### src/rtl/cdc_multi_pkg.sv
// Shared constants and helpers for the multi-channel stable-capture synchronizer.
package cdc_multi_pkg;

  localparam int unsigned UPD_CNT_W    = 16;
  localparam int unsigned DEST_FF_MIN  = 2;
  localparam int unsigned DEST_FF_MAX  = 10;
  localparam int unsigned STABLE_MAX   = 255;

  // Ceiling log2, usable at elaboration time; clog2(1) = 0.
  function automatic int unsigned clog2(input int unsigned v);
    int unsigned r;
    int unsigned p;
    r = 0;
    p = 1;
    while (p < v) begin
      p = p << 1;
      r = r + 1;
    end
    return r;
  endfunction

endpackage

### src/rtl/cdc_multi_stable_ch.sv
// One channel: DEST_FF-deep bit synchronizer followed by a stability filter.
// Update counter present only with CDC_MULTI_STABLE_UPD_CNT_EN defined.
module cdc_multi_stable_ch
  import cdc_multi_pkg::*;
#(
  parameter int unsigned  W          = 8,
  parameter int unsigned  DEST_FF    = 3,
  parameter int unsigned  STABLE_CYC = 4,
  parameter logic [W-1:0] INIT       = '0
) (
  input  logic                 clk_i,
  input  logic                 rst_i,
  input  logic [W-1:0]         data_i,
  output logic [W-1:0]         data_o,
  output logic                 update_o
`ifdef CDC_MULTI_STABLE_UPD_CNT_EN
  ,
  output logic [UPD_CNT_W-1:0] upd_cnt_o
`endif
);

  localparam int unsigned      CNT_W    = clog2(STABLE_CYC + 1);
  localparam logic [CNT_W-1:0] CNT_MAX  = CNT_W'(STABLE_CYC);
  localparam logic [CNT_W-1:0] CNT_LAST = CNT_W'(STABLE_CYC - 1);

  (* ASYNC_REG = "TRUE" *) logic [W-1:0] sync_q [DEST_FF];

  logic [W-1:0]     prev_q;
  logic [CNT_W-1:0] cnt_q, cnt_d;
  logic [W-1:0]     data_q, data_d;
  logic             upd_q, upd_d;
  logic [W-1:0]     sync_s;
  logic             same;
  logic             stable;

  always_ff @(posedge clk_i) begin
    if (rst_i) begin
      for (int i = 0; i < int'(DEST_FF); i++) sync_q[i] <= INIT;
    end else begin
      sync_q[0] <= data_i;
      for (int i = 1; i < int'(DEST_FF); i++) sync_q[i] <= sync_q[i-1];
    end
  end

  // Window restarts on any bit change; output only moves on the exact cycle
  // the window completes, so a torn word can never be committed.
  always_comb begin
    sync_s = sync_q[DEST_FF-1];
    same   = (sync_s == prev_q);
    cnt_d  = cnt_q;
    if (!same)                cnt_d = '0;
    else if (cnt_q < CNT_MAX) cnt_d = cnt_q + 1'b1;
    stable = same && (cnt_q == CNT_LAST);
    data_d = data_q;
    upd_d  = 1'b0;
    if (stable && (prev_q != data_q)) begin
      data_d = prev_q;
      upd_d  = 1'b1;
    end
  end

  always_ff @(posedge clk_i) begin
    if (rst_i) begin
      prev_q <= INIT;
      cnt_q  <= '0;
      data_q <= INIT;
      upd_q  <= 1'b0;
    end else begin
      prev_q <= sync_s;
      cnt_q  <= cnt_d;
      data_q <= data_d;
      upd_q  <= upd_d;
    end
  end

  assign data_o   = data_q;
  assign update_o = upd_q;

`ifdef CDC_MULTI_STABLE_UPD_CNT_EN
  logic [UPD_CNT_W-1:0] upd_cnt_q, upd_cnt_d;

  always_comb begin
    upd_cnt_d = upd_cnt_q;
    if (upd_d && (upd_cnt_q != '1)) upd_cnt_d = upd_cnt_q + 1'b1;
  end

  always_ff @(posedge clk_i) begin
    if (rst_i) upd_cnt_q <= '0;
    else       upd_cnt_q <= upd_cnt_d;
  end

  assign upd_cnt_o = upd_cnt_q;
`endif

endmodule

### src/rtl/cdc_multi_stable.sv
// Multi-channel quasi-static bus capture into bclk; one filtered channel per slice.
// Optional bupd_cnt output enabled by CDC_MULTI_STABLE_UPD_CNT_EN.
module cdc_multi_stable
  import cdc_multi_pkg::*;
#(
  parameter int unsigned        C_WIDTH      = 8,
  parameter int unsigned        C_CH         = 2,
  parameter int unsigned        C_DEST_FF    = 3,
  parameter int unsigned        C_STABLE_CYC = 4,
  parameter logic [C_WIDTH-1:0] C_INIT       = '0
) (
  input  logic                        bclk,
  input  logic                        brst,
  input  logic [C_CH*C_WIDTH-1:0]     adata_in,
  output logic [C_CH*C_WIDTH-1:0]     bdata_out,
  output logic [C_CH-1:0]             bupdate
`ifdef CDC_MULTI_STABLE_UPD_CNT_EN
  ,
  output logic [C_CH*UPD_CNT_W-1:0]   bupd_cnt
`endif
);

  if (C_DEST_FF < DEST_FF_MIN || C_DEST_FF > DEST_FF_MAX) begin : g_bad_dest_ff
    $error("cdc_multi_stable: C_DEST_FF out of range 2..10");
  end
  if (C_STABLE_CYC < 1 || C_STABLE_CYC > STABLE_MAX) begin : g_bad_stable
    $error("cdc_multi_stable: C_STABLE_CYC out of range 1..255");
  end

  for (genvar k = 0; k < int'(C_CH); k++) begin : g_ch
    cdc_multi_stable_ch #(
      .W          (C_WIDTH),
      .DEST_FF    (C_DEST_FF),
      .STABLE_CYC (C_STABLE_CYC),
      .INIT       (C_INIT)
    ) u_ch (
      .clk_i     (bclk),
      .rst_i     (brst),
      .data_i    (adata_in[k*C_WIDTH +: C_WIDTH]),
      .data_o    (bdata_out[k*C_WIDTH +: C_WIDTH]),
      .update_o  (bupdate[k])
`ifdef CDC_MULTI_STABLE_UPD_CNT_EN
      ,
      .upd_cnt_o (bupd_cnt[k*UPD_CNT_W +: UPD_CNT_W])
`endif
    );
  end

endmodule

### config.mk
export PLATFORM = sky130hd
export DESIGN_NAME = cdc_multi_stable
export DESIGN_NICKNAME = d
export VERILOG_FILES = /design/src/rtl/cdc_multi_pkg.sv /design/src/rtl/cdc_multi_stable_ch.sv /design/src/rtl/cdc_multi_stable.sv
export SDC_FILE = /design/constraint.sdc
export NUM_CORES = 1
export LEC_CHECK = 0
export BUFFER_PORTS_ARGS = -buffer_cell sky130_fd_sc_hd__buf_2
export CORE_AREA = 2 2 56 110
export DETAILED_ROUTE_END_ITERATION = 8
export DIE_AREA = 0 0 58 112
export PLACE_DENSITY = 0.76
export SLEW_MARGIN = 20
export SYNTH_ARGS = -nofsm -noshare
export SYNTH_HDL_FRONTEND = slang
export SYNTH_HIERARCHICAL = 1
export SYNTH_SLANG_ARGS = --single-unit
### constraint.sdc
create_clock -name bclk -period 2.08 [get_ports bclk]
set_input_delay 0.208 -clock bclk [delete_from_list [all_inputs] [get_ports bclk]]
set_output_delay 0.208 -clock bclk [all_outputs]
set_load 0.01 [all_outputs]
==> results by group, run 1 <==
GRT
  – Tot GR Track Use: 0.163
  – First-pass GRT wire length: 7740 microns
  – Largest net degree at the start of global routing: 54
  – Total grt overflow: 0
  – GRT Max-Usage Layer: met2
  – Met2 Use GR: 0.267
  – Met1 GRT Util: 0.154
  – Vias in the first global route: 1845
  – Initial antenna violation count: 0
  – M3 GR Usage: 0.0639

Critical path
  – CP arrival: 2.11 ns
  – Critical path launch point type: flop
  – Worst Path Class, Setup: flop to flop
  – Crit. End Element: flop
  – Crit-path cells: xor2_1, nor4_1, buf_4, a2111oi_4, mux2i_1
  – Worst Path Required: 2.33 ns
  – Critical path peak fanout: 8
  – Slowest Stage Delay on Critical Path: 0.74 ns
  – Worst path slowest cell: a2111oi_4

Place
  – Placer Congestion: 0.730
  – IO Port Bufs: 35
  – Setup WS pre-CTS: 0.195 ns
  – HPWL after DPL: 3080 microns

Clock tree
  – CTS root buf: clkbuf_16
  – Clk buf depth: 2
  – H-Tree Depth: 3
  – Setup bufs post-CTS: 0
  – Clock sink count: 88
  – Clk_lat worst skew: 0.33 ns
  – Clock-pin transition on the worst setup and hold timing paths: 0.06 ns
  – Hold buffer count at cts: 0
  – Num CTS Buffers: 9
  – CTS tree: built
  – Post_cts resized: 0

Synthesis
  – Ys Warns: 6
  – Post-synthesis instance area: 0.00311 sq mm
  – Netlist cell types: 17
  – Seq/Total Area, Yosys: 0.566
  – #FFs+latches synth: 88
  – Post-Syn Instances: 274
  – Synthesized Nets: 296
  – Mean post-synth cell area: 11.4 sq um

Timing
  – Maximum clock frequency: 537 MHz
  – Setup WS post-layout: 0.217 ns
  – Worst-Margin Slew: 0.791 ns
  – TNS Setup: 0 ns
  – RSZ-0062 raised after global routing: no
  – Hold Fails Final Rpt: 0
  – Worst Skew: 0.00791 ns
  – Fin crit share: 0.896
  – Fin. max-slew vios: 0
  – Slew headroom: 0.473
  – Setup-failing EPs final: 0
  – Crit path time final: 1.86 ns

Layout
  – # diodes: 0
  – Nets: 337
  – Share of cells above drive strength 1: 0.172
  – Area occupied by multi-input gates: 0.00130 sq mm
  – Fin util: 0.649
  – Fill cells: 481
  – Area occupied by registers: 0.00176 sq mm
  – Most common cell after layout, fill and taps aside: dfxtp_1
  – P&R area growth vs syn: 18.2%
  – Most frequent cells in the layout: dfxtp_1, nor2b_1, buf_2, nand2b_1

Power
  – IR drop worst, VDD: 0.857 mV
  – Pwr dens: 950 mW/mm^2
  – Leak pwr: 1.52 nW

Floorplanning
  – Core ar.: 0.00566 sq mm
  – # IOs: 36
  – Starting Density: 0.550
  – Die Y: 112 microns
  – Site Rows: 39
  – Die area: 0.00650 sq mm
  – Overall die width: 58 microns

Drt
  – Wire per inst: 11.7 microns
  – Post-route DRC violation count: 0
  – Via count: 1833
  – Total Wirelength: 4480 microns
  – Final ANT Viol Nets: 0
  – First drt pass iteration count: 4
  – Vias per cell: 4.81
  – Initial DRC Count: 20

Run status
  – Status: complete, no violations

Flow run
  – Max-cap viol count: 0

Min path
  – Hold Path Class: input port to flop
==> critical path, delay by kind of cell (launching register included) <==
family                    cells  cell delay (ns)
and+or+nand+nor               1             0.07
xor gates and xnor gates      1             0.17
buffers and inverters         1             0.15
muxes                         1             0.27
AOI/OAI and AO/OA             1             0.74
DFF                           1             0.38
==> flip-flops by register name, summed over array words and instances (netlist names) <==
register	cells
g_ch.u_ch/cnt_q	6
g_ch.u_ch/data_o	16
g_ch.u_ch/prev_q	16
g_ch.u_ch/sync_q	48
g_ch.u_ch/update_o	2
==> metrics by stage <==
step	hold WS [ns]	instance area, sq um	power (W)	cells
finish	0.0825	3680	0.00349	381
global route	0.0722	3680	0.00362	381
CTS	0.0662	3680	0.00355	381
detailed placement	0.420	3370	0.00195	365
global placement	0.415	3370	0.00194	365
floorplan	0.336	3110	0.00190	274
==> cell usage after synthesis <==
cell,number,area share
nor2b_1,64,0.13
or3_1,2,0.0040
nor2_1,4,0.0048
nand2b_1,24,0.048
nor4_1,4,0.0080
inv_1,4,0.0048
a2111oi_4,2,0.018
nand4_1,4,0.0080
a211oi_1,2,0.0048
clkbuf_1,10,0.012
ha_1,4,0.016
xor2_1,18,0.051
or2b_1,8,0.019
dfxtp_1,88,0.57
xnor2_1,16,0.045
a21oi_1,2,0.0032
mux2i_1,18,0.058
==> per-layer routing <==
layer	up-vias	routed length (microns)
met1	812	1750
met3	19	222
met4	0	242
met2	43	2260
li1	959	-
met5	-	0
==> layout make-up <==
type                    instances  share of cell area
inverters                       4             0.00408
well taps                      61              0.0208
flip-flops and latches         88               0.479
multi-input cells             172               0.353
clock inverters                 2              0.0102
repair buffers                 40              0.0613
clock buffers                  14              0.0718
==> cell families after synthesis <==
logic type      Yosys count  synth area share
simple gates            110             0.221
flops                    88             0.566
buf+inv                  14            0.0169
mux                      18            0.0579
fa+ha+maj                 4            0.0161
xor+xnor                 34            0.0957
compound gates            6            0.0257
==> final timing paths <==
| path | cells after the start | slack [ns] | to | startpoint |
|---|---|---|---|---|
| max | 5 | 0.22 | g_ch[1].u_ch/data_o[7] | g_ch[1].u_ch/prev_q[1] |
| min | 2 | 0.08 | g_ch[1].u_ch/sync_q[0][4] | adata_in[12] |
| max reg2reg | 5 | 0.22 | g_ch[1].u_ch/data_o[7] | g_ch[1].u_ch/prev_q[1] |
| min reg2reg | 1 | 0.43 | g_ch[1].u_ch/sync_q[0][16] | g_ch[1].u_ch/sync_q[0][8] |
==> power breakdown <==
part	leakage [nW]	switching, W	internal [W]
registers	0.718	0.0000207	0.00174
logic	0.660	0.0000727	0.0000770
clock network	0.143	0.000589	0.000996
Note: power is estimated with default switching activity, not from simulation.
==> run 2: changes to the inputs <==
==> constraint.sdc (replaced) <==
create_clock -name bclk -period 1.9 [get_ports bclk]
set_input_delay 0.19 -clock bclk [delete_from_list [all_inputs] [get_ports bclk]]
set_output_delay 0.19 -clock bclk [all_outputs]
set_load 0.01 [all_outputs]
==> run 2 against run 1 <==
  * Cell count up 1.3%
  * Critical path depth up 1
  * Cell area up 1.5%
  * Sequential share of layout area down 0.71 points
  * Critical endpoint is now g_ch[1].u_ch/data_o[6]
  * First-iteration DRC count up 110%
  * Non-clock buffer count up 5
  * Power up 14%
  * Register-to-register slack better by 0.05 ns
  * Largest power group unchanged
  * Hold slack worse by 0.017 ns
  * Clock skew down 0.0028 ns
  * Clock power up 19%
==> results by group, run 2 (same netlist as run 1, synthesis figures left out) <==
Power
  – Design Power: 0.00398 W
  – IR drop worst, VDD: 0.994 mV
  – Pwr dens: 1070 mW/mm^2
  – Leak pwr: 1.56 nW

GRT
  – Total grt overflow: 0
  – Tot GR Track Use: 0.172
  – First-pass GRT wire length: 8090 microns
  – Initial antenna violation count: 0
  – Largest net degree at the start of global routing: 37
  – Vias in the first global route: 1866

Timing
  – Hold WS: 0.0655 ns
  – RSZ-0062 raised after global routing: no
  – Fin crit share: 0.859
  – Hold Fails Final Rpt: 0
  – Crit path time final: 1.63 ns
  – Fin. max-slew vios: 0
  – Worst-Margin Slew: 0.554 ns
  – Maximum clock frequency: 613 MHz
  – Slew headroom: 0.631
  – Worst Skew: 0.00512 ns
  – Setup-failing EPs final: 0
  – TNS Setup: 0 ns

Drt
  – First drt pass iteration count: 4
  – Final ANT Viol Nets: 0
  – Wire per inst: 12.2 microns
  – Total Wirelength: 4720 microns
  – Vias per cell: 4.87
  – Post-route DRC violation count: 0
  – Via count: 1880
  – Initial DRC Count: 41

Layout
  – Fin util: 0.659
  – Max reg flops: 48
  – Most frequent cells in the layout: dfxtp_1, nor2b_1, buf_2, nand2b_1
  – P&R area growth vs syn: 20.0%
  – Share of cells above drive strength 1: 0.194
  – # diodes: 0
  – Top reg by flops: g_ch.u_ch/sync_q
  – Most common cell after layout, fill and taps aside: dfxtp_1
  – Nets: 342

Critical path
  – CP arrival: 1.89 ns
  – Worst Path Class, Setup: flop to flop
  – Worst Path Required: 2.16 ns
  – Critical path launch point type: flop
  – Critical path peak fanout: 8
  – Crit. End Element: flop

Floorplanning
  – # IOs: 36
  – Starting Density: 0.550
  – Core ar.: 0.00566 sq mm
  – Overall die width: 58 microns
  – Site Rows: 39
  – Die area: 0.00650 sq mm
  – Die Y: 112 microns

Clock tree
  – H-Tree Depth: 3
  – Post_cts resized: 0
  – Clock-pin transition on the worst setup and hold timing paths: 0.06 ns
  – Setup bufs post-CTS: 0
  – Hold buffer count at cts: 0
  – Num CTS Buffers: 9
  – Clk_lat worst skew: 0.33 ns
  – CTS root buf: clkbuf_16
  – Clk buf depth: 2
  – CTS tree: built
  – Clock sink count: 88

Min path
  – Hold Path Class: input port to flop

Place
  – IO Port Bufs: 35
  – Placer Congestion: 0.760
  – HPWL after DPL: 3210 microns

Run status
  – Status: complete, no violations

Flow run
  – Max-cap viol count: 0
==> run 2: changes by cell type in the layout (fill, tap and decap cells not counted), sizes merged <==
| cell | delta |
|---|---|
| buf | +5 |
| clkbuf | -3 |
| clkinv | +3 |
| bufinv | +1 |
| clkinvlp | -1 |
==> run 2: path summary, 6_finish.rpt <==
path,start,end,slack [ns],cells past startpoint
hold / removal,adata_in[12],g_ch[1].u_ch/sync_q[0][4],0.07,2
setup reg to reg,g_ch[1].u_ch/prev_q[3],g_ch[1].u_ch/data_o[6],0.27,6
setup / recovery,g_ch[1].u_ch/prev_q[3],g_ch[1].u_ch/data_o[6],0.27,6
hold reg to reg,g_ch[1].u_ch/sync_q[0][2],g_ch[1].u_ch/sync_q[0][10],0.43,1
==> run 2: cell type report <==
| class | instances | area [sq um] |
|---|---|---|
| clock buffers | 11 | 253 |
| flip-flops and latches | 88 | 1760 |
| repair buffers | 45 | 250 |
| multi-input cells | 172 | 1300 |
| inverters | 4 | 15.0 |
| fillers | 444 | 1930 |
| well taps | 61 | 76.3 |
| clock inverters | 5 | 78.8 |
==> run 2: power by group <==
part | internal (W) | switching (W)
Clock | 0.00122 | 0.000666
Combinational | 0.0000871 | 0.0000820
Sequential | 0.00190 | 0.0000226
==> run 2: critical path: stages, from the launching register on <==
cell	delay, ns
dfxtp_1	0.38
xor2_1	0.17
nor4_1	0.08
buf_4	0.15
a2111oi_4	0.32
buf_4	0.24
mux2i_1	0.21
==> run 2: through the flow <==
stage               setup slack (ns)  cells  area (sq um)
global placement               0.295    370          3400
floorplan                      0.307    274          3110
CTS                            0.242    386          3730
detailed placement             0.277    370          3400
global route                   0.160    386          3730
finish                         0.268    386          3730
==> run 2: per-layer routing <==
layer | GRT usage | part of all wire
met1 | 0.173 | 0.40
met2 | 0.289 | 0.53
met3 | 0.0581 | 0.042
met4 | 0.112 | 0.026
met5 | 0 | 0
